**config.mk**
```make
export PLATFORM = sky130hd
export DESIGN_NAME = if_id_stage
export DESIGN_NICKNAME = d
export VERILOG_FILES = /design/src/rtl/if_id_stage.sv
export SDC_FILE = /design/constraint.sdc
export NUM_CORES = 1
export LEC_CHECK = 0
export ABC_CLOCK_PERIOD_IN_PS = 4300
export CAP_MARGIN = 20
export CORE_ASPECT_RATIO = 1.4
export CORE_MARGIN = 3
export CORE_UTILIZATION = 41
export CTS_BUF_LIST = sky130_fd_sc_hd__clkbuf_4
export CTS_CLUSTER_SIZE = 8
export DETAILED_ROUTE_END_ITERATION = 7
export PLACE_DENSITY_LB_ADDON = 0.2
export SLEW_MARGIN = 20
export SYNTH_ARGS = -nofsm -noshare
export SYNTH_HDL_FRONTEND = slang
export SYNTH_SLANG_ARGS = --single-unit
export TNS_END_PERCENT = 10
```
**constraint.sdc**
```tcl
create_clock -name clk -period 4.3 [get_ports clk]
set_input_delay 0.86 -clock clk [delete_from_list [all_inputs] [get_ports clk]]
set_output_delay 0.86 -clock clk [all_outputs]
set_load 0.1 [all_outputs]
```
**src/rtl/if_id_stage.sv**
```systemverilog
// if_id_stage
// Instruction-fetch stage and IF/ID pipeline register of the RV32I core.
// Owns the fetch PC, picks the next PC (sequential / EX redirect / hold),
// drives the instruction-memory address and registers the fetched word into
// decode, breaking out the fields the decode controller consumes.
//
// Ports
//   clk, reset          core clock, asynchronous active-high reset
//   StallF, StallD      hold PC / hold IF/ID register
//   FlushD              load a bubble into IF/ID
//   PCSrcE, JalrE       redirect request from EX, redirect is a JALR
//   PCTargetE           redirect target from EX
//   InstrRdata          combinational instruction-memory read data
//   InstrAddr, PCF      fetch address / fetch PC (identical)
//   InstrD, PCD, PCPlus4D, ValidD   IF/ID register contents
//   opD, funct3D, funct7b5D, Rs1D, Rs2D, RdD   slices of InstrD
//   MisalignTrap        sticky flag: a redirect target was misaligned
//
// State | meaning
// RUN   | normal fetch
// HALT  | misaligned redirect seen; PC frozen, bubbles only, left by reset
module if_id_stage #(
    parameter logic [31:0] RESET_PC  = 32'h0000_0000,
    parameter logic [31:0] NOP_INSTR = 32'h0000_0013
) (
    input  logic        clk,
    input  logic        reset,
    input  logic        StallF,
    input  logic        StallD,
    input  logic        FlushD,
    input  logic        PCSrcE,
    input  logic        JalrE,
    input  logic [31:0] PCTargetE,
    input  logic [31:0] InstrRdata,
    output logic [31:0] InstrAddr,
    output logic [31:0] PCF,
    output logic [31:0] InstrD,
    output logic [31:0] PCD,
    output logic [31:0] PCPlus4D,
    output logic        ValidD,
    output logic [6:0]  opD,
    output logic [2:0]  funct3D,
    output logic        funct7b5D,
    output logic [4:0]  Rs1D,
    output logic [4:0]  Rs2D,
    output logic [4:0]  RdD,
    output logic        MisalignTrap
);

    typedef enum logic {RUN, HALT} state_t;

    state_t      state;
    logic [31:0] target;
    logic        target_misaligned;
    logic [31:0] pc_plus4;

    // JALR clears bit 0, so only a plain branch/jump can trap on bit 0.
    assign target            = JalrE ? {PCTargetE[31:1], 1'b0} : PCTargetE;
    assign target_misaligned = |target[1:0];
    assign pc_plus4          = PCF + 32'd4;

    always_ff @(posedge clk or posedge reset) begin
        if (reset) begin
            state        <= RUN;
            PCF          <= RESET_PC;
            InstrD       <= NOP_INSTR;
            PCD          <= 32'd0;
            PCPlus4D     <= 32'd0;
            ValidD       <= 1'b0;
            MisalignTrap <= 1'b0;
        end else begin
            case (state)
                RUN: begin
                    if (PCSrcE && target_misaligned) begin
                        state        <= HALT;
                        MisalignTrap <= 1'b1;
                        InstrD       <= NOP_INSTR;
                        PCD          <= 32'd0;
                        PCPlus4D     <= 32'd0;
                        ValidD       <= 1'b0;
                    end else begin
                        // a resolved redirect wins over a fetch stall
                        if (PCSrcE)
                            PCF <= target;
                        else if (!StallF)
                            PCF <= pc_plus4;

                        if (FlushD) begin
                            InstrD   <= NOP_INSTR;
                            PCD      <= 32'd0;
                            PCPlus4D <= 32'd0;
                            ValidD   <= 1'b0;
                        end else if (!StallD) begin
                            InstrD   <= InstrRdata;
                            PCD      <= PCF;
                            PCPlus4D <= pc_plus4;
                            ValidD   <= 1'b1;
                        end
                    end
                end
                HALT: begin
                    MisalignTrap <= 1'b1;
                    InstrD       <= NOP_INSTR;
                    PCD          <= 32'd0;
                    PCPlus4D     <= 32'd0;
                    ValidD       <= 1'b0;
                end
                default: state <= RUN;
            endcase
        end
    end

    assign InstrAddr = PCF;
    assign opD       = InstrD[6:0];
    assign funct3D   = InstrD[14:12];
    assign funct7b5D = InstrD[30];
    assign Rs1D      = InstrD[19:15];
    assign Rs2D      = InstrD[24:20];
    assign RdD       = InstrD[11:7];

endmodule

```
; Yosys cells after proc, flatten, opt, wreduce, memory -nomap -nowiden
; Cells that the tools add are included.
[word_totals]
input_bits = 71
out_inout_bits = 188
ff_bits = 131
elab_cells = 39
[op_classes]
n_eq_ne = 3
bitwise_logic = 2
addsub = 1
n_mux = 23
reduce_logical = 3
[ops]
columns = operator, n
row1 = 32-bit 2-to-1 mux, 11
row2 = 32-bit one-hot mux with 2 select lines, 3
row3 = "32-bit by 3-bit adder with 32-bit output, second input constant", 1
row4 = 1-bit 2-to-1 mux, 7
row5 = "4-bit != test, second input constant", 1
row6 = 1-bit one-hot mux with 2 select lines, 2
row7 = 3-bit AND reduction, 1
row8 = "2-bit by 1-bit != test with 1-bit output, second input constant", 1
row9 = "2-bit != test, second input constant", 1
row10 = 1-bit inverter, 2
row11 = 2-bit OR reduction, 1
row12 = 1-bit logical AND, 1

; Longest topological paths before layout
; Gate-level depths: netlist of the first run.
[depth]
word_depth = 5
ltp_mapped = 7
depth_no_buf = 6

; Worst setup path after synthesis of the first run
; No wires, ideal clock.
[synth_timing]
path_kind = register -> register
start = reg PCF[4], in the netlist InstrAddr[4]
end = reg PCF[31], in the netlist InstrAddr[31]
path_buffers = 2
arrival_ps = 2693
synth_period_minus_slack_ps = 2816
path_stages_with_launch = 8
required_time_ps = 4177
setup_ps = 123
path_slack_ps = 1484
cell_sequence = dfrtp_1 -> buf_2 -> nand4_2 -> or4_4 -> buf_6 -> nor4_4 -> and4_1 -> nor3_2
[synth_via]
elab_chain_cells = 3
[synth_lines]
columns = item, line
row1 = "start, declared", 36  ; output logic [31:0] PCF,
row2 = "start signal, assigned", 84  ; PCF <= target;
row3 = "start signal, assigned", 86  ; PCF <= pc_plus4;
row4 = 32-bit by 3-bit adder with 32-bit output, 60  ; assign pc_plus4 = PCF + 32'd4;
row5 = 32-bit 2-to-1 mux, 85  ; else if (!StallF)
row6 = 32-bit 2-to-1 mux, 83  ; if (PCSrcE)
; No other way between the ends. The select of a mux whose other input is x is not followed.
; A chain may end at the register's enable or synchronous reset.

; Worst setup path after layout of the first run
[layout_timing]
start = reg PCF[30], in the netlist InstrAddr[30]
end = out InstrAddr[30]
[layout_lines]
columns = item, line
row1 = "end, declared", 35  ; output logic [31:0] InstrAddr,
; No word-level cell between the ends.

==> report_table.html, run 1 <==
<table>
<tr><th>Metric</th><th>Value</th></tr>
<tr><th colspan="2">GRT</th></tr>
<tr><td>Overall routing resource usage</td><td>0.2250</td></tr>
<tr><td>Pin count of the biggest net entering global routing</td><td>about 80</td></tr>
<tr><td>First-pass GRT wire length</td><td>between 30,000 and 40,000 um</td></tr>
<tr><td>Initial antenna violation count</td><td>1</td></tr>
<tr><td>Via count of the first global-routing pass</td><td>5,806</td></tr>
<tr><td>Leftover overflow at the end of global routing</td><td>0</td></tr>
<tr><th colspan="2">Synth</th></tr>
<tr><td>Number of library cell types mapped by synthesis</td><td>53</td></tr>
<tr><td>Portion of the post-synthesis area used by sequential elements</td><td>0.4867</td></tr>
<tr><td>Synth Flop Type</td><td>sky130_fd_sc_hd__dfrtp_1</td></tr>
<tr><td>Count of synthesis-stage warnings from yosys</td><td>0</td></tr>
<tr><td>Count of flip-flops with a built-in enable after synthesis</td><td>0</td></tr>
<tr><td>Cell type with the largest total area after synthesis</td><td>sky130_fd_sc_hd__dfrtp_1</td></tr>
<tr><td>Post-synth top area share</td><td>0.4748</td></tr>
<tr><td>Synth top area cells</td><td>sky130_fd_sc_hd__dfrtp_1 47%, sky130_fd_sc_hd__mux2i_1 9.9%, sky130_fd_sc_hd__buf_4 6.8%</td></tr>
<tr><td>Mean Syn Cell Area</td><td>9.808 um^2</td></tr>
<tr><td>Share of synthesized registers carrying an async set or reset</td><td>1.000</td></tr>
<tr><td>Gate count after technology mapping</td><td>677</td></tr>
<tr><td>Synthesized net count</td><td>749</td></tr>
<tr><td>Cell with the most instances after synthesis</td><td>sky130_fd_sc_hd__dfrtp_1</td></tr>
<tr><td>Seq cells post-synth</td><td>129</td></tr>
<tr><td>List of most frequent post-synthesis cells</td><td>126 x sky130_fd_sc_hd__dfrtp_1, 93 x sky130_fd_sc_hd__nor2_1, 66 x sky130_fd_sc_hd__mux2i_1</td></tr>
<tr><td>Mapped Area</td><td>6640 um^2</td></tr>
<tr><th colspan="2">Floorplan</th></tr>
<tr><td>Top-level port count</td><td>259</td></tr>
<tr><td>Die span in y</td><td>156.6 um</td></tr>
<tr><td>Area of the die</td><td>17,780 um^2</td></tr>
<tr><td>Horizontal extent of the die</td><td>113.6 um</td></tr>
<tr><td>Area of the core</td><td>15,740 um^2</td></tr>
<tr><td>Number of standard-cell rows in the floorplan</td><td>54</td></tr>
<tr><td>Effective utilization at floorplan</td><td>0.4218</td></tr>
<tr><th colspan="2">Setup path</th></tr>
<tr><td>CP peak stage delay</td><td>1220 ps</td></tr>
<tr><td>Cell depth of the worst flop-to-flop path</td><td>5</td></tr>
<tr><td>Worst EP required</td><td>3440 ps</td></tr>
<tr><td>Cells along the critical path</td><td>clkdlybuf4s50_1</td></tr>
<tr><td>R2R Path End</td><td>InstrAddr[21]$_DFFE_PP0P_</td></tr>
<tr><td>Arr. time, crit path</td><td>2360 ps</td></tr>
<tr><td>Type of element capturing the critical path</td><td>output port</td></tr>
<tr><td>Worst R2R Setup Slack</td><td>1710 ps</td></tr>
<tr><td>Reg-to-reg startpoint</td><td>InstrAddr[4]$_DFFE_PP0P_</td></tr>
<tr><td>Type of the worst setup path</td><td>reg2out</td></tr>
<tr><td>Crit-path leading delay family</td><td>buffers and inverters</td></tr>
<tr><td>Critical Path Source Type</td><td>register</td></tr>
<tr><td>Path length in cells of the critical path</td><td>1</td></tr>
<tr><td>Count of buffer and inverter cells on the critical path</td><td>1</td></tr>
<tr><td>Largest driver fanout on the critical path</td><td>8</td></tr>
<tr><td>CP max stage cell</td><td>sky130_fd_sc_hd__clkdlybuf4s50_1</td></tr>
<tr><th colspan="2">CTS</th></tr>
<tr><td>Clock tree from TritonCTS</td><td>yes</td></tr>
<tr><td>CTS Root Buffer Type</td><td>sky130_fd_sc_hd__clkbuf_4</td></tr>
<tr><td>Number of clock buffers inserted by TritonCTS</td><td>17</td></tr>
<tr><td>Num Clock Sinks</td><td>129</td></tr>
<tr><td>Hold buffers post-CTS</td><td>0</td></tr>
<tr><td>Number of setup buffers added after CTS</td><td>0</td></tr>
<tr><td>Clock-pin slew of the registers on the worst-case setup and hold paths</td><td>~120 ps</td></tr>
<tr><td>Deepest level of the CTS H-tree</td><td>4</td></tr>
<tr><td>Clock Latency Late Sink</td><td>530 ps</td></tr>
<tr><td># resized after CTS</td><td>0</td></tr>
<tr><td>Maximum clock insertion buffer count</td><td>2</td></tr>
<tr><th colspan="2">Timing</th></tr>
<tr><td>Total negative slack</td><td>0 ps</td></tr>
<tr><td>Measured slew at the worst slew-check pin</td><td>1062 ps</td></tr>
<tr><td>Final Hold Vio Count</td><td>0</td></tr>
<tr><td>Final Max Slew Viols</td><td>0</td></tr>
<tr><td>Slew headroom</td><td>0.2900</td></tr>
<tr><td>Period Utilization, post-route</td><td>0.7491</td></tr>
<tr><td>Final number of setup-violating endpoints</td><td>0</td></tr>
<tr><td>Final critical delay including setup and external delays</td><td>3221 ps</td></tr>
<tr><td>Max Freq</td><td>0.3104 GHz</td></tr>
<tr><td>Final setup skew</td><td>26.27 ps</td></tr>
<tr><td>Unrepaired setup endpoints after global routing</td><td>no</td></tr>
<tr><th colspan="2">Detailed routing</th></tr>
<tr><td>Vias per Instance</td><td>5.314</td></tr>
<tr><td>DRC marker count from the first detailed-route iteration</td><td>300</td></tr>
<tr><td>Drt total wl</td><td>19,930 um</td></tr>
<tr><td>Via Count</td><td>5,627</td></tr>
<tr><td>Drt wl/cell</td><td>about 19 um</td></tr>
<tr><td>Drc violations</td><td>0</td></tr>
<tr><td>1st-pass router iterations</td><td>4</td></tr>
<tr><td>Routed Antenna Nets</td><td>0</td></tr>
<tr><th colspan="2">Power</th></tr>
<tr><td>Power Total</td><td>3.349 mW</td></tr>
<tr><td>Power per standard cell area</td><td>roughly 370 nW/um^2</td></tr>
<tr><td>Leak Pwr</td><td>3.850 nW</td></tr>
<tr><td>Peak VDD IR</td><td>0.2770 mV</td></tr>
<tr><th colspan="2">Worst hold path</th></tr>
<tr><td>Type of the worst min-delay path</td><td>reg2reg</td></tr>
<tr><td>Cell count of the worst hold path</td><td>1</td></tr>
<tr><td>Worst hold path startpoint</td><td>MisalignTrap$_DFFE_PP0N_</td></tr>
<tr><td>Worst hold endpoint</td><td>MisalignTrap$_DFFE_PP0N_</td></tr>
<tr><th colspan="2">Cells and area</th></tr>
<tr><td>Number of nets in the finished design</td><td>921</td></tr>
<tr><td>Area growth, synth to finish</td><td>38.18%</td></tr>
<tr><td>Final core utilization</td><td>0.5828</td></tr>
<tr><td>Final cell area excluding filler cells</td><td>around 9200 um^2</td></tr>
<tr><td>Filler cell count in the final layout</td><td>between 1,000 and 1,500</td></tr>
<tr><td>Fraction of layout instances using a drive strength above 1</td><td>0.07309</td></tr>
<tr><th colspan="2">Status</th></tr>
<tr><td>Status</td><td>finished clean</td></tr>
<tr><th colspan="2">Placement</th></tr>
<tr><td>Hpwl dp</td><td>14,440 um</td></tr>
<tr><td>Cell Area, Placed</td><td>8861 um^2</td></tr>
<tr><td>Count of port buffers added during placement</td><td>258</td></tr>
<tr><td>Final weighted congestion in routability-driven placement</td><td>0.8624</td></tr>
<tr><th colspan="2">Job</th></tr>
<tr><td># Max-Cap Violations</td><td>0</td></tr>
</table>
cell families after synthesis:
logic type	after synthesis	share of synthesized area
adders and majority gates	1	0.001884
DFF	129	0.4867
muxes	66	0.09949
and+or+nand+nor	203	0.1570
AOI/OAI and AO/OA	130	0.1153
xor gates and xnor gates	26	0.03429
buffers and inverters	122	0.1053
worst max-delay path by stage:
stage	start	endpoint
after global routing	InstrAddr[18]$_DFFE_PP0P_	InstrAddr[18]
final	InstrAddr[30]$_DFFE_PP0P_	InstrAddr[30]
after global placement	PCTargetE[0]	PCPlus4D[4]$_DFFE_PP0P_
after detailed placement	PCTargetE[0]	InstrD[3]$_DFFE_PP0P_
after floorplan	reset	InstrAddr[0]$_DFFE_PP0P_
after CTS	InstrAddr[4]$_DFFE_PP0P_	PCF[4]
where the power goes:
group,switching (mW),internal (mW),leakage [nW],total [mW]
logic,0.804,0.288,1.97,1.09
clock network,0.468,0.418,0.153,0.886
registers,0.118,1.25,1.73,1.37
state kept, by name (all words and copies together) (netlist names):
signal / flops
InstrAddr: 32
PCPlus4D: 30
ValidD: 1
InstrD: 32
PCD: 32
state: 1
MisalignTrap: 1
layout make-up:
type / instances / area [um^2] / share of cell area
diodes: 1 / 2.502 / 0.0002727
clock buffers: 19 / 142.6 / 0.01555
clock inverters: 13 / 163.9 / 0.01786
inverters: 10 / 42.54 / 0.004637
multi-input cells: 426 / 2719 / 0.2963
flip-flops and latches: 129 / 3232 / 0.3522
well taps: 196 / 245.2 / 0.02673
repair buffers: 265 / 2628 / 0.2864
per-stage QoR:
| stage | setup WS [ps] | instances | hold slack, ps |
|---|---|---|---|
| finish | 1079 | 1059 | 496.6 |
| global route | 968.9 | 1059 | 514.9 |
| CTS | 1005 | 1058 | 495.5 |
| detailed placement | 1199 | 1026 | 462.1 |
| global placement | 1259 | 1026 | 471.6 |
| floorplan | 3.972 | 677 | 776.2 |
layer usage:
layer	wire [um]	GRT usage	share of wire
met5	0	0	0
met4	262	0.06529	0.013
met3	1252	0.05068	0.063
met2	10600	0.4007	0.53
met1	7810	0.2711	0.39
placed cells by master (no fill, tap or decap), drive strengths merged, types with 2 or more instances in the layout:
cell type,Yosys,layout
clkdlybuf4s50,0,256
dfrtp,126,126
nor2,93,93
mux2i,66,66
a21oi,49,49
o21ai,36,36
nand2,23,23
clkbuf,41,19
nor3,16,16
xnor2,15,15
nand3,14,14
inv,10,12
xor2,11,11
nor4,11,11
o22ai,9,9
buf,71,9
o2bb2ai,8,8
or2,8,8
nand4,8,8
and3,7,7
a31oi,7,7
and4,6,6
and2,5,5
a2bb2oi,5,5
nor2b,4,4
a22oi,4,4
o21a,4,4
clkinvlp,0,4
clkinv,0,4
dfstp,3,3
bufinv,0,3
a211oi,2,2
nand2b,2,2
o22a,2,2
nor3b,2,2
No activity file was read; power rests on OpenSTA's default activity.
==> run 2: changes to the inputs <==
ABC_CLOCK_PERIOD_IN_PS = 3000   (was 4300)
CORE_UTILIZATION = 45   (was 41)
clock period = 3 ns   (was 4.3 ns; I/O delays follow)
==> report_table.html, run 2 (synthesis gave the netlist of run 1 again) <==
<table>
<tr><th>Metric</th><th>Value</th></tr>
<tr><th colspan="2">CTS</th></tr>
<tr><td>Number of clock buffers inserted by TritonCTS</td><td>17 (unchanged)</td></tr>
<tr><td>Clock-pin slew of the registers on the worst-case setup and hold paths</td><td>110 ps (about the same)</td></tr>
<tr><td>Num Clock Sinks</td><td>129 (unchanged)</td></tr>
<tr><td>Deepest level of the CTS H-tree</td><td>4 (unchanged)</td></tr>
<tr><td>Clock tree from TritonCTS</td><td>yes</td></tr>
<tr><td>Clock Latency Late Sink</td><td>520 ps (about the same)</td></tr>
<tr><td>Hold buffers post-CTS</td><td>0 (unchanged)</td></tr>
<tr><td>Number of setup buffers added after CTS</td><td>0 (unchanged)</td></tr>
<tr><td>Maximum clock insertion buffer count</td><td>2 (unchanged)</td></tr>
<tr><td># resized after CTS</td><td>0 (unchanged)</td></tr>
<tr><td>CTS Root Buffer Type</td><td>sky130_fd_sc_hd__clkbuf_4</td></tr>
<tr><th colspan="2">Setup path</th></tr>
<tr><td>Largest driver fanout on the critical path</td><td>11 (+3)</td></tr>
<tr><td>Type of the worst setup path</td><td>reg2reg</td></tr>
<tr><td>Count of buffer and inverter cells on the critical path</td><td>0 (-1)</td></tr>
<tr><td>Cell depth of the worst flop-to-flop path</td><td>6 (+1)</td></tr>
<tr><td>CP max stage cell</td><td>sky130_fd_sc_hd__nor4_1</td></tr>
<tr><td>Most frequent cell on the critical path</td><td>sky130_fd_sc_hd__a21oi_1</td></tr>
<tr><td>Arr. time, crit path</td><td>2780 ps (+420 ps)</td></tr>
<tr><td>Type of element capturing the critical path</td><td>register</td></tr>
<tr><td>CP peak stage delay</td><td>600 ps (-620 ps)</td></tr>
<tr><td>Crit-path leading delay family</td><td>simple AND/OR/NAND/NOR gates</td></tr>
<tr><td>Critical Path Source Type</td><td>register</td></tr>
<tr><td>Cells along the critical path</td><td>ha_1 &gt; nand3_1 &gt; nor4_1 &gt; or2_2 &gt; a21oi_1 &gt; a21oi_1</td></tr>
<tr><td>Worst EP required</td><td>3440 ps (about the same)</td></tr>
<tr><td>Path length in cells of the critical path</td><td>6 (+5)</td></tr>
<tr><th colspan="2">Placement</th></tr>
<tr><td>Worst Setup Slack post-DPL</td><td>327.2 ps (-872.2 ps)</td></tr>
<tr><td>Hpwl dp</td><td>12,940 um (-10%)</td></tr>
<tr><td>Final weighted congestion in routability-driven placement</td><td>0.8124 (-5.8%)</td></tr>
<tr><td>Cell Area, Placed</td><td>8443 um^2 (-4.7%)</td></tr>
<tr><td>Count of port buffers added during placement</td><td>258 (unchanged)</td></tr>
<tr><th colspan="2">Floorplan</th></tr>
<tr><td>Area of the core</td><td>14,170 um^2 (-10%)</td></tr>
<tr><td>Horizontal extent of the die</td><td>108.7 um (-4.3%)</td></tr>
<tr><td>Area of the die</td><td>16,270 um^2 (-8.5%)</td></tr>
<tr><td>Die span in y</td><td>149.7 um (-4.4%)</td></tr>
<tr><td>Number of standard-cell rows in the floorplan</td><td>51 (-5.6%)</td></tr>
<tr><td>Top-level port count</td><td>259 (unchanged)</td></tr>
<tr><td>Effective utilization at floorplan</td><td>0.4687 (+0.04694)</td></tr>
<tr><th colspan="2">Cells and area</th></tr>
<tr><td>Filler cell count in the final layout</td><td>1,216 (-12%)</td></tr>
<tr><td>Area growth, synth to finish</td><td>32.07%</td></tr>
<tr><td>Most frequent cells in the layout</td><td>197 x sky130_fd_sc_hd__buf_4, 126 x sky130_fd_sc_hd__dfrtp_1, 91 x sky130_fd_sc_hd__nor2_1</td></tr>
<tr><td>Final core utilization</td><td>0.6191 (+0.03624)</td></tr>
<tr><td>Number of nets in the finished design</td><td>925 (+0.43%)</td></tr>
<tr><td>Fraction of layout instances using a drive strength above 1</td><td>0.2948 (+0.2217)</td></tr>
<tr><td>Final cell area excluding filler cells</td><td>8770 um^2 (-4.4%)</td></tr>
<tr><td>Most frequent standard cell in the layout excluding fill and tap cells</td><td>sky130_fd_sc_hd__buf_4</td></tr>
<tr><th colspan="2">Timing</th></tr>
<tr><td>Measured slew at the worst slew-check pin</td><td>728.5 ps (-333.2 ps)</td></tr>
<tr><td>Hold slack final</td><td>492.1 ps (-4.528 ps)</td></tr>
<tr><td>Final number of setup-violating endpoints</td><td>0 (unchanged)</td></tr>
<tr><td>Minimum setup slack in the final design</td><td>661.1 ps (-417.7 ps)</td></tr>
<tr><td>Final setup skew</td><td>16.26 ps (-10.01 ps)</td></tr>
<tr><td>Period Utilization, post-route</td><td>0.7796</td></tr>
<tr><td>Unrepaired setup endpoints after global routing</td><td>no</td></tr>
<tr><td>Slew headroom</td><td>0.5144 (+0.2244)</td></tr>
<tr><td>Max Freq</td><td>0.4276 GHz</td></tr>
<tr><td>Final critical delay including setup and external delays</td><td>2339 ps</td></tr>
<tr><td>Final Max Slew Viols</td><td>0 (unchanged)</td></tr>
<tr><td>Total negative slack</td><td>0 ps (unchanged)</td></tr>
<tr><td>Final Hold Vio Count</td><td>0 (unchanged)</td></tr>
<tr><th colspan="2">Detailed routing</th></tr>
<tr><td>Vias per Instance</td><td>5.342 (+0.53%)</td></tr>
<tr><td>Drc violations</td><td>0 (unchanged)</td></tr>
<tr><td>Routed Antenna Nets</td><td>0 (unchanged)</td></tr>
<tr><td>Drt total wl</td><td>18,630 um (-6.5%)</td></tr>
<tr><td>Drt wl/cell</td><td>17.73 um (-5.8%)</td></tr>
<tr><td>1st-pass router iterations</td><td>4 (unchanged)</td></tr>
<tr><td>Via Count</td><td>5,614 (-0.23%)</td></tr>
<tr><td>DRC marker count from the first detailed-route iteration</td><td>296 (-1.3%)</td></tr>
<tr><th colspan="2">GRT</th></tr>
<tr><td>Leftover overflow at the end of global routing</td><td>0 (unchanged)</td></tr>
<tr><td>Overall routing resource usage</td><td>0.2292 (+0.004139)</td></tr>
<tr><td>Initial antenna violation count</td><td>1 (unchanged)</td></tr>
<tr><td>Pin count of the biggest net entering global routing</td><td>130 (+65%)</td></tr>
<tr><td>Via count of the first global-routing pass</td><td>5,553 (-4.4%)</td></tr>
<tr><td>First-pass GRT wire length</td><td>29,350 um (-6.9%)</td></tr>
<tr><th colspan="2">Power</th></tr>
<tr><td>Peak VDD IR</td><td>0.4257 mV (+54%)</td></tr>
<tr><td>Leak Pwr</td><td>4.216 nW (+9.5%)</td></tr>
<tr><td>Power per standard cell area</td><td>550.2 nW/um^2 (+51%)</td></tr>
<tr><th colspan="2">Worst hold path</th></tr>
<tr><td>Cell count of the worst hold path</td><td>1 (unchanged)</td></tr>
<tr><td>Type of the worst min-delay path</td><td>reg2reg</td></tr>
<tr><th colspan="2">Status</th></tr>
<tr><td>Status</td><td>finished clean</td></tr>
<tr><th colspan="2">Job</th></tr>
<tr><td># Max-Cap Violations</td><td>0 (unchanged)</td></tr>
</table>
run 2: area by class of cell:
class | instances | area, um^2 | area share
inverters | 10 | 41.29 | 0.004708
flip-flops and latches | 129 | 3232 | 0.3685
clock inverters | 13 | 188.9 | 0.02154
diodes | 1 | 2.502 | 0.0002853
clock buffers | 18 | 135.1 | 0.01541
multi-input cells | 426 | 2714 | 0.3095
well taps | 185 | 231.5 | 0.02639
repair buffers | 269 | 2225 | 0.2537
run 2: where the power goes:
group / switching (mW) / internal [mW] / leakage, nW
combinational: 1.15 / 0.374 / 2.32
sequential: 0.169 / 1.80 / 1.73
clock: 0.670 / 0.669 / 0.168
run 2: final timing paths:
path                                           from                         to  slack (ps)
max                        InstrAddr[2]$_DFFE_PP0P_  InstrAddr[18]$_DFFE_PP0P_         660
max reg2reg                InstrAddr[2]$_DFFE_PP0P_  InstrAddr[18]$_DFFE_PP0P_         660
min reg2reg                MisalignTrap$_DFFE_PP0N_   MisalignTrap$_DFFE_PP0N_         490
max in group asynchronous                     reset  InstrAddr[21]$_DFFE_PP0P_        1850
min in group asynchronous                     reset     InstrD[10]$_DFFE_PP0P_         560
min                        MisalignTrap$_DFFE_PP0N_   MisalignTrap$_DFFE_PP0N_         490
run 2: metal layers:
layer  part of all wire  vias to the layer above  GRT usage  wire [um]
met5                  0                        -          0          0
met4              0.016                        0    0.07391        293
met2               0.51                      222     0.3945       9509
met3              0.079                       22    0.05913       1476
met1               0.39                     2714     0.2786       7353
li1                   -                     2656          -          -
run 2: stage by stage:
| step | total power, mW | instances |
|---|---|---|
| floorplan | 3.218 | 677 |
| global placement | 3.507 | 1019 |
| detailed placement | 3.526 | 1019 |
| CTS | 4.877 | 1050 |
| global route | 5.020 | 1051 |
| finish | 4.825 | 1051 |
